==> config.mk <==
export PLATFORM = sky130hd
export DESIGN_NAME = ahb_qspi_xip_reader
export DESIGN_NICKNAME = d
export VERILOG_FILES = /design/src/rtl/ahb_qspi_xip_reader.sv
export SDC_FILE = /design/constraint.sdc
export NUM_CORES = 1
export LEC_CHECK = 0
export ABC_CLOCK_PERIOD_IN_PS = 3400
export BUFFER_PORTS_ARGS = -buffer_cell sky130_fd_sc_hd__buf_2
export CAP_MARGIN = 0
export CORE_ASPECT_RATIO = 0.5
export CORE_MARGIN = 5
export CORE_UTILIZATION = 30
export DETAILED_ROUTE_END_ITERATION = 16
export PLACE_DENSITY = 0.55
export RECOVER_POWER = 25
export SETUP_SLACK_MARGIN = 0.1
export SLEW_MARGIN = 25
export SYNTH_ARGS = -nofsm -noshare
export SYNTH_HDL_FRONTEND = slang
export SYNTH_SLANG_ARGS = --single-unit
==> constraint.sdc <==
create_clock -name HCLK -period 3.4 [get_ports HCLK]
set_clock_uncertainty 0.15 [all_clocks]
set_input_delay 0.34 -clock HCLK [delete_from_list [all_inputs] [get_ports HCLK]]
set_output_delay 0.34 -clock HCLK [all_outputs]
set_load 0.005 [all_outputs]
==> src/rtl/ahb_qspi_xip_reader.sv <==
// AHB-Lite execute-in-place reader: turns word reads into Quad I/O Fast Read (0xEB)
// flash transactions, with a one-word buffer that answers repeat fetches at zero wait.
module ahb_qspi_xip_reader #(
  parameter int DUMMY_CYCLES   = 4,
  parameter int CS_HIGH_CYCLES = 2
) (
  input  logic        HCLK,
  input  logic        HRESETn,
  input  logic        HSEL,
  input  logic [31:0] HADDR,
  input  logic [1:0]  HTRANS,
  input  logic        HWRITE,
  input  logic [2:0]  HSIZE,
  input  logic        HREADY,
  output logic        HREADYOUT,
  output logic        HRESP,
  output logic [31:0] HRDATA,
  input  logic [3:0]  fdi,
  output logic [3:0]  fdo,
  output logic        fdoe,
  output logic        fsclk,
  output logic        fcen
);

  typedef enum logic [2:0] {
    StIdle, StCsWait, StCmd, StAddr, StMode, StDummy, StData
  } state_t;

  localparam logic [7:0] CmdByte   = 8'hEB;
  localparam logic [3:0] DummyLast = 4'(DUMMY_CYCLES - 1);
  localparam logic [3:0] CsHigh    = 4'(CS_HIGH_CYCLES);

  state_t      state_q;
  logic        phase_q;
  logic [3:0]  cnt_q;
  logic [21:0] addr_q;
  logic [21:0] tag_q;
  logic        valid_q;
  logic [31:0] dataSh_q;
  logic [31:0] hrdata_q;
  logic        hreadyout_q;
  logic        hresp_q;
  logic        errPend_q;
  logic        fcen_q;
  logic        fsclk_q;
  logic [3:0]  fdo_q;
  logic        fdoe_q;
  logic [3:0]  csCnt_q;

  logic        accept;
  logic        hit;
  logic        csOk;
  logic        startCmd;
  logic [3:0]  lastCnt;
  logic [3:0]  cntInc;
  state_t      nextState;
  logic [4:0]  nibPos;
  logic [31:0] dataSh_d;
  logic        unusedBits;

  function automatic logic [3:0] fdoFor(input state_t st, input logic [2:0] cnt,
                                        input logic [21:0] wordAddr);
    logic [23:0] a;
    logic [3:0]  v;
    a = {wordAddr, 2'b00};
    v = 4'h0;
    case (st)
      StCmd:   v = {3'b110, CmdByte[3'd7 - cnt]};
      StAddr: begin
        case (cnt)
          3'd0:    v = a[23:20];
          3'd1:    v = a[19:16];
          3'd2:    v = a[15:12];
          3'd3:    v = a[11:8];
          3'd4:    v = a[7:4];
          default: v = a[3:0];
        endcase
      end
      default: v = 4'h0;
    endcase
    return v;
  endfunction

  function automatic logic fdoeFor(input state_t st);
    return (st == StCmd) || (st == StAddr) || (st == StMode);
  endfunction

  assign unusedBits = ^{HSIZE, HADDR[31:24], HADDR[1:0]};

  // Nibble k of the flash stream lands in byte k/2, high nibble first.
  always_comb begin
    accept   = HSEL & HREADY & HTRANS[1] & hreadyout_q;
    hit      = valid_q && (tag_q == HADDR[23:2]);
    csOk     = (csCnt_q >= CsHigh);
    cntInc   = cnt_q + 4'd1;
    nibPos   = {cnt_q[2:1], ~cnt_q[0], 2'b00};
    dataSh_d = dataSh_q;
    dataSh_d[nibPos +: 4] = fdi;
    startCmd = ((state_q == StIdle) && accept && !HWRITE && !hit && csOk) ||
               ((state_q == StCsWait) && csOk);
    lastCnt   = 4'd0;
    nextState = StIdle;
    case (state_q)
      StCmd:   begin lastCnt = 4'd7;      nextState = StAddr;  end
      StAddr:  begin lastCnt = 4'd5;      nextState = StMode;  end
      StMode:  begin lastCnt = 4'd1;      nextState = StDummy; end
      StDummy: begin lastCnt = DummyLast; nextState = StData;  end
      StData:  begin lastCnt = 4'd7;      nextState = StIdle;  end
      default: begin lastCnt = 4'd0;      nextState = StIdle;  end
    endcase
  end

  always_ff @(posedge HCLK or negedge HRESETn) begin
    if (!HRESETn) begin
      state_q     <= StIdle;
      phase_q     <= 1'b0;
      cnt_q       <= 4'd0;
      addr_q      <= '0;
      tag_q       <= '0;
      valid_q     <= 1'b0;
      dataSh_q    <= '0;
      hrdata_q    <= '0;
      hreadyout_q <= 1'b1;
      hresp_q     <= 1'b0;
      errPend_q   <= 1'b0;
      fcen_q      <= 1'b1;
      fsclk_q     <= 1'b0;
      fdo_q       <= 4'h0;
      fdoe_q      <= 1'b0;
      csCnt_q     <= 4'hF;
    end else begin
      if (fcen_q && (csCnt_q != 4'hF)) csCnt_q <= csCnt_q + 4'd1;
      // Two-cycle ERROR: first cycle stalls, second releases with HRESP still high.
      if (errPend_q) begin
        hreadyout_q <= 1'b1;
        errPend_q   <= 1'b0;
      end else if (hresp_q) begin
        hresp_q <= 1'b0;
      end
      case (state_q)
        StIdle: begin
          if (accept && HWRITE) begin
            hreadyout_q <= 1'b0;
            hresp_q     <= 1'b1;
            errPend_q   <= 1'b1;
          end else if (accept && !hit) begin
            addr_q      <= HADDR[23:2];
            hreadyout_q <= 1'b0;
            if (!csOk) state_q <= StCsWait;
          end
        end
        StCsWait: ;
        default: begin
          if (!phase_q) begin
            phase_q <= 1'b1;
            fsclk_q <= 1'b1;
          end else begin
            phase_q <= 1'b0;
            fsclk_q <= 1'b0;
            if (state_q == StData) dataSh_q <= dataSh_d;
            if (cnt_q == lastCnt) begin
              cnt_q <= 4'd0;
              if (state_q == StData) begin
                state_q     <= StIdle;
                fcen_q      <= 1'b1;
                fdoe_q      <= 1'b0;
                fdo_q       <= 4'h0;
                hrdata_q    <= dataSh_d;
                tag_q       <= addr_q;
                valid_q     <= 1'b1;
                hreadyout_q <= 1'b1;
                hresp_q     <= 1'b0;
                csCnt_q     <= 4'd1;
              end else begin
                state_q <= nextState;
                fdo_q   <= fdoFor(nextState, 3'd0, addr_q);
                fdoe_q  <= fdoeFor(nextState);
              end
            end else begin
              cnt_q <= cntInc;
              fdo_q <= fdoFor(state_q, cntInc[2:0], addr_q);
            end
          end
        end
      endcase
      if (startCmd) begin
        state_q <= StCmd;
        phase_q <= 1'b0;
        cnt_q   <= 4'd0;
        fcen_q  <= 1'b0;
        fsclk_q <= 1'b0;
        fdoe_q  <= 1'b1;
        fdo_q   <= {3'b110, CmdByte[7]};
      end
    end
  end

  assign HREADYOUT = hreadyout_q;
  assign HRESP     = hresp_q;
  assign HRDATA    = hrdata_q;
  assign fdo       = fdo_q;
  assign fdoe      = fdoe_q;
  assign fsclk     = fsclk_q;
  assign fcen      = fcen_q;

endmodule

---- Yosys cells after proc, flatten, opt, wreduce, memory -nomap -nowiden ----
Memories as Yosys holds them, arrays and structs flattened.
Cells that the tools add are included.
storage, ports and cells
  input port bits ......................... 46
  ROM bits ................................ 8
  output and inout port bits .............. 41
  flip-flop bits (word level) ............. 130
  memories ................................ 1
  logic and storage cells ................. 138
memory list
  memory            depth  bits a word  read ports  clocked after Yosys merged registers in  wr ports  RTL line  text
  (name not given)  8      1            1           0                                        0         68        StCmd: v = {3'b110, CmdByte[3'd7 - cnt]};
operators by class
  bitwise logic cells ..................... 6
  muxes and demuxes ....................... 57
  shift-type cells ........................ 2
  order comparisons ....................... 2
  $add $sub $neg .......................... 4
  equal/unequal tests ..................... 21
  reduce and logical (&&, ||, !) cells .... 30
operator list
  kind                                                                    number
  4-bit two-way mux                                                       14
  32-bit bitwise mux                                                      1
  4-bit by 7-bit variable shift with 32-bit output, first input constant  1
  4-bit by 7-bit indexed part select with 32-bit output                   1
  1-bit two-way mux                                                       27
  3-bit one-hot mux with 4 select lines                                   2
  22-bit == test                                                          1
  3-bit two-way mux                                                       7
  4-bit one-hot mux with 5 select lines                                   1
  3-bit by 2-bit == test with 1-bit output, second input constant         6
  4-bit one-hot mux with 2 select lines                                   2
  3-bit == test, second input constant                                    5
  1-bit logical AND                                                       9
  3-bit AND reduction                                                     3
  4-bit by 1-bit adder with 4-bit output, second input constant           2
  4-bit AND reduction                                                     2
  5-bit negator with 7-bit output                                         1
  3-bit by 1-bit == test with 1-bit output, second input constant         2
  3-bit logical NOT                                                       2
  3-bit inequality test, second input constant                            2
  3-bit one-hot mux with 2 select lines                                   1
  6-bit AND reduction                                                     1
  2-bit nonzero test                                                      3
  3-bit nonzero test                                                      2
  15 further kinds                                                        24

---- Longest topological paths before layout ----
  depth in word-level cells ............... 10
  depth in mapped cells ................... 9
  gate-level depth less buffers ........... 8

---- Least setup slack after synthesis ----
OpenSTA, ideal clock, no wires.
  kind .................................... reg2reg
  start point ............................. register cnt_q[0]
  end point ............................... register dataSh_q[24]
  slack ................................... 457 ps
  cell stages (with the launch flop) ...... 9
  buffers on the path ..................... 3
  data required time ...................... 3125 ps
  clock period less this slack ............ 2943 ps
  setup time .............................. 125 ps
  data arrival time ....................... 2668 ps
  path through ............................ dfrtp_1 > buf_1 > inv_1 > ha_1 > clkbuf_1 > or4_1 > clkbuf_1 > nor2_1 > mux2_2
between the ends
  longest elaborated chain between the ends .. 4
  elaborated cells between the ends (all ways) .. 5
  classes of those cells .................. add/sub (1); shift (2); mux (1); bitwise (1)
ends and longest elaborated chain
  what                                                                                                                              RTL line  text
  start: declaration                                                                                                                35        logic [3:0] cnt_q;
  start signal: assignment                                                                                                          180       cnt_q <= cntInc;
  1-bit NOT (*)                                                                                                                     96        nibPos = {cnt_q[2:1], ~cnt_q[0], 2'b00};
  5-bit negator with 7-bit output (*)                                                                                               98        dataSh_d[nibPos +: 4] = fdi;
  4-bit by 7-bit indexed part select with 32-bit output / 4-bit by 7-bit variable shift with 32-bit output (equally long branches)  98
  32-bit bitwise mux (*)                                                                                                            98
  end signal: assignment                                                                                                            160       if (state_q == StData) dataSh_q <= dataSh_d;
  end: declaration                                                                                                                  39        logic [31:0] dataSh_q;
Every way passes the cells marked *; elsewhere a longest branch is shown, timed or not.
A chain may end at the register's enable or synchronous reset.

---- Final worst setup path ----
  start point ............................. register cnt_q[1]
  end point ............................... register dataSh_q[27]
between the ends
  longest elaborated chain between the ends .. 3
  elaborated cells between the ends (all ways) .. 4
  classes of those cells .................. add/sub (1); shift (2); mux (1)
ends and longest elaborated chain
  what                                                                                                                              RTL line
  5-bit negator with 7-bit output (*)                                                                                               98
  4-bit by 7-bit indexed part select with 32-bit output / 4-bit by 7-bit variable shift with 32-bit output (equally long branches)  98
  32-bit bitwise mux (*)                                                                                                            98
Marks and branches as above.

==> run_results.csv <==
group,metric,value,unit
placed_design,post_dp_cell_area,6880,um^2
yosys,syn-instance-count,541,
placed_design,place.gp.congestion,0.767,
run_status,violations,"max-capacitance violations, max-slew violations",
power,vdd.ir_drop.worst,0.225,mV
worst_setup_path,crit_chain,"inv_1 > ha_1 > ha_1 > or4_1 > nor2_1 > mux2_2",
yosys,synth-warning-count,0,
drt,wl_per_cell,16.3,um
timing,tightestPinTransition,2.28,ns
timing,max-slew-margin-rel,-0.519,
global_route,global_route.overflow_total,0,
cells_and_area,final_nets,669,
clock_tree,clkLatencyLatePin,0.43,ns
yosys,ys_seq_elements,130,
timing,worst_hold_slack,0.0176,ns
hold_path,hold_path.startpoint,"HADDR[5]",
timing,rsz0062_at_grt,"false",
global_route,global_route_total_usage_across_every_layer,0.128,
timing,setup_viol_count_final,0,
hold_path,hold-path-endpoint,"addr_q[3]",
power,power_leakage,3.45,nW
timing,post-route-worst-setup-slack,0.584,ns
drt,drtIter0Drc,269,
cells_and_area,layout.cells.non_filler,900,
yosys,synth_seq_area_share,0.524,
timing,fmax,0.355,GHz
yosys,yosys.area.top_type,"sky130_fd_sc_hd__dfrtp_1",
clock_tree,h-tree-depth,4,
yosys,synthDominantCellAreaShare,0.499,
timing,slew_violations,41,
clock_tree,post_cts_resized,0,
placed_design,post-place-cells,867,
worst_setup_path,reg2regPathDepth,6,
power,powerDensity,489,nW/um^2
worst_setup_path,critical_path.slowest_cell,"sky130_fd_sc_hd__or4_1",
clock_tree,cts_root_buf,"sky130_fd_sc_hd__clkbuf_16",
worst_setup_path,arrival,2.98,ns
floorplanning,core_box_area,20500,um^2
cells_and_area,stdcell_area,7520,um^2
worst_setup_path,timing.critical_path.fanout_max,6,
yosys,count_leader_synth,"sky130_fd_sc_hd__dfrtp_1",
hold_path,min_delay_path_depth,2,
floorplanning,dieHeight,112,um
clock_tree,clk_transition_reported_paths,0.06,ns
placed_design,total_of_buffers_placed_on_input_and_output_ports,72,
global_route,grt_pass1_vias,4503,
cells_and_area,final_layout_size_suffix_gt1_frac,0.244,
yosys,post_synth_arst_share,1.00,
clock_tree,tritoncts,"built",
worst_setup_path,regToRegEndpoint,"dataSh_q[27]",
worst_setup_path,slowest_delay,0.68,ns
floorplanning,std_cell_rows,37,
worst_setup_path,crit_top_cell,"sky130_fd_sc_hd__ha_1",
yosys,synthDistinctLibCells,63,
global_route,grt_start_max_net_pins,91,
yosys,synth_enable_flop_cells,0,
cells_and_area,flow.area_growth_from_synthesis,20.9,%
job,cap_violations,1,
yosys,post_synth_instance_area,6220,um^2
placed_design,dpl.hpwl,10300,um
floorplanning,initial_core_util,0.304,
yosys,yosys-top-cells-area,"sky130_fd_sc_hd__dfrtp_1 50%, sky130_fd_sc_hd__mux2_2 7.2%, sky130_fd_sc_hd__mux2i_1 5.8%, sky130_fd_sc_hd__nand2_1 4.3%, sky130_fd_sc_hd__o21ai_0 4.1%",
floorplanning,dieArea,23900,um^2
drt,routed_wirelength,14700,um
global_route,initial_antenna_violation_count,0,
worst_setup_path,setup_slack_on_the_worst_flop_to_flop_path,0.58,ns
yosys,synth_flop_cell,"sky130_fd_sc_hd__dfrtp_1",
floorplanning,top_level_port_count,87,
worst_setup_path,worst_flop_to_flop_path_startpoint,"cnt_q[1]",
yosys,synth_nets,596,
yosys,yosys-top-cells-count,"124 x sky130_fd_sc_hd__dfrtp_1, 71 x sky130_fd_sc_hd__nand2_1, 51 x sky130_fd_sc_hd__o21ai_0, 40 x sky130_fd_sc_hd__mux2_2, 36 x sky130_fd_sc_hd__mux2i_1",
drt,postRouteAntennaNets,0,
yosys,syn_area_per_cell,11.5,um^2
drt,drt_pre_antenna_iters,4,
floorplanning,die_width,214,um
worst_setup_path,worstSetupPathType,"flip-flop to flip-flop",
worst_setup_path,critical_path.endpoint_type,"flip-flop",
worst_setup_path,crit_required,3.56,ns
global_route,grt_pass1_wl,24400,um
timing,final_worst_path_period_need,2.82,ns
clock_tree,cts_buffer_depth,2,
timing,final.period_utilization,0.828,
cells_and_area,antenna_cells_inserted,0,
timing,hold_viol,0,
clock_tree,clkSinkCount,130,
drt,vias,4264,
worst_setup_path,startpoint_type,"flip-flop",
drt,drt_drc_violations_left,0,
clock_tree,cts_buffers,17,
timing,setup_total_negative_slack,0,ns
placed_design,dpl_worst_slack,0.582,ns
run_status,outcome,"finished with violations",
hold_path,hp-class,"input port to flip-flop",
drt,route.detailed.vias_per_inst,4.74,
==> power breakdown <==
part	switching [mW]	internal, mW	leakage [nW]	total [mW]
clock network	0.700	1.31	0.317	2.01
registers	0.00456	1.56	1.53	1.56
logic	0.0620	0.0364	1.61	0.0984
total	0.767	2.91	3.45	3.67
==> critical path, delay by kind of cell, from the launching register on <==
kind / cells / cell delay (ns)
simple gates: 2 / 1.00
fa+ha+maj: 2 / 0.72
flops: 1 / 0.37
mux: 1 / 0.37
buf+inv: 1 / 0.09
==> flip-flops by register name, summed over array words and instances, names as in the netlist <==
name / count
tag_q: 22
valid_q: 1
state_q: 3
addr_q: 22
fdo: 4
dataSh_q: 32
fcen: 1
cnt_q: 4
HREADYOUT: 1
HRESP: 1
fsclk: 1
errPend_q: 1
csCnt_q: 4
HRDATA: 32
fdoe: 1
==> layout by cell type, fill, tap and decap left out, types with 4 or more instances in the layout <==
cell type,n
sky130_fd_sc_hd__mux2_1,21
sky130_fd_sc_hd__mux2_2,40
sky130_fd_sc_hd__nor2_1,15
sky130_fd_sc_hd__clkbuf_8,4
sky130_fd_sc_hd__nor2b_1,8
sky130_fd_sc_hd__buf_2,50
sky130_fd_sc_hd__o21ai_0,51
sky130_fd_sc_hd__inv_1,8
sky130_fd_sc_hd__mux2i_1,36
sky130_fd_sc_hd__clkbuf_16,17
sky130_fd_sc_hd__dfrtp_1,124
sky130_fd_sc_hd__nor3_1,7
sky130_fd_sc_hd__nand2b_1,4
sky130_fd_sc_hd__a222oi_1,4
sky130_fd_sc_hd__clkbuf_1,22
sky130_fd_sc_hd__nand2_1,71
sky130_fd_sc_hd__nand4_1,7
sky130_fd_sc_hd__xor2_1,4
sky130_fd_sc_hd__ha_1,9
sky130_fd_sc_hd__buf_4,10
sky130_fd_sc_hd__bufinv_16,4
sky130_fd_sc_hd__xnor2_1,21
sky130_fd_sc_hd__nand3_1,8
sky130_fd_sc_hd__clkinv_4,4
sky130_fd_sc_hd__dfstp_2,6
sky130_fd_sc_hd__a21oi_1,8
==> repair_timing <==
| item | CTS | global route |
|---|---|---|
| endpoints found under the hold margin | 34 | 0 |
| hold buffers | 1 | 0 |
| buffers inserted | 0 | 0 |
==> how the worst max path moves through the flow <==
stage | from | end | cells past startpoint
global route | HRESETn | tag_q[3] | 2
finish | cnt_q[1] | dataSh_q[27] | 6
detailed placement | cnt_q[1] | dataSh_q[27] | 6
floorplan | cnt_q[0] | dataSh_q[24] | 8
CTS | cnt_q[1] | dataSh_q[27] | 6
global placement | cnt_q[1] | dataSh_q[25] | 6
==> logic make-up (layout without fill, tap and decap cells) <==
kind of cell | count (synthesis) | count (layout) | share of synthesized area
mux | 97 | 97 | 0.168
fa+ha+maj | 9 | 9 | 0.0181
simple gates | 139 | 139 | 0.108
flops | 130 | 130 | 0.524
compound gates | 101 | 101 | 0.114
xor+xnor | 26 | 26 | 0.0378
buf+inv | 39 | 125 | 0.0298
==> layer usage <==
layer / vias to the layer above / track usage / share of wire
li1: 2082 / - / -
met4: 0 / 0.0411 / 0.0015
met3: 2 / 0.0343 / 0.035
met1: 2134 / 0.168 / 0.48
met5: - / 0 / 0
met2: 46 / 0.207 / 0.49
==> cell type report <==
cell class                      count  area [um^2]
Multi-Input combinational cell    372         2770
Timing Repair Buffer               85          458
Clock buffer                       22          484
Sequential cell                   130         3260
Inverter                            8         30.0
Fill cell                        2036        12900
Clock inverter                     10          171
Tap cell                          273          342
==> stage by stage <==
step / power [mW] / utilization
after floorplan: 1.62 / -
after global placement: 1.69 / 0.336
after detailed placement: 1.69 / 0.336
after CTS: 3.71 / 0.369
after global routing: 3.79 / 0.367
final: 3.67 / 0.367
Note: power is estimated with default switching activity, not from simulation.
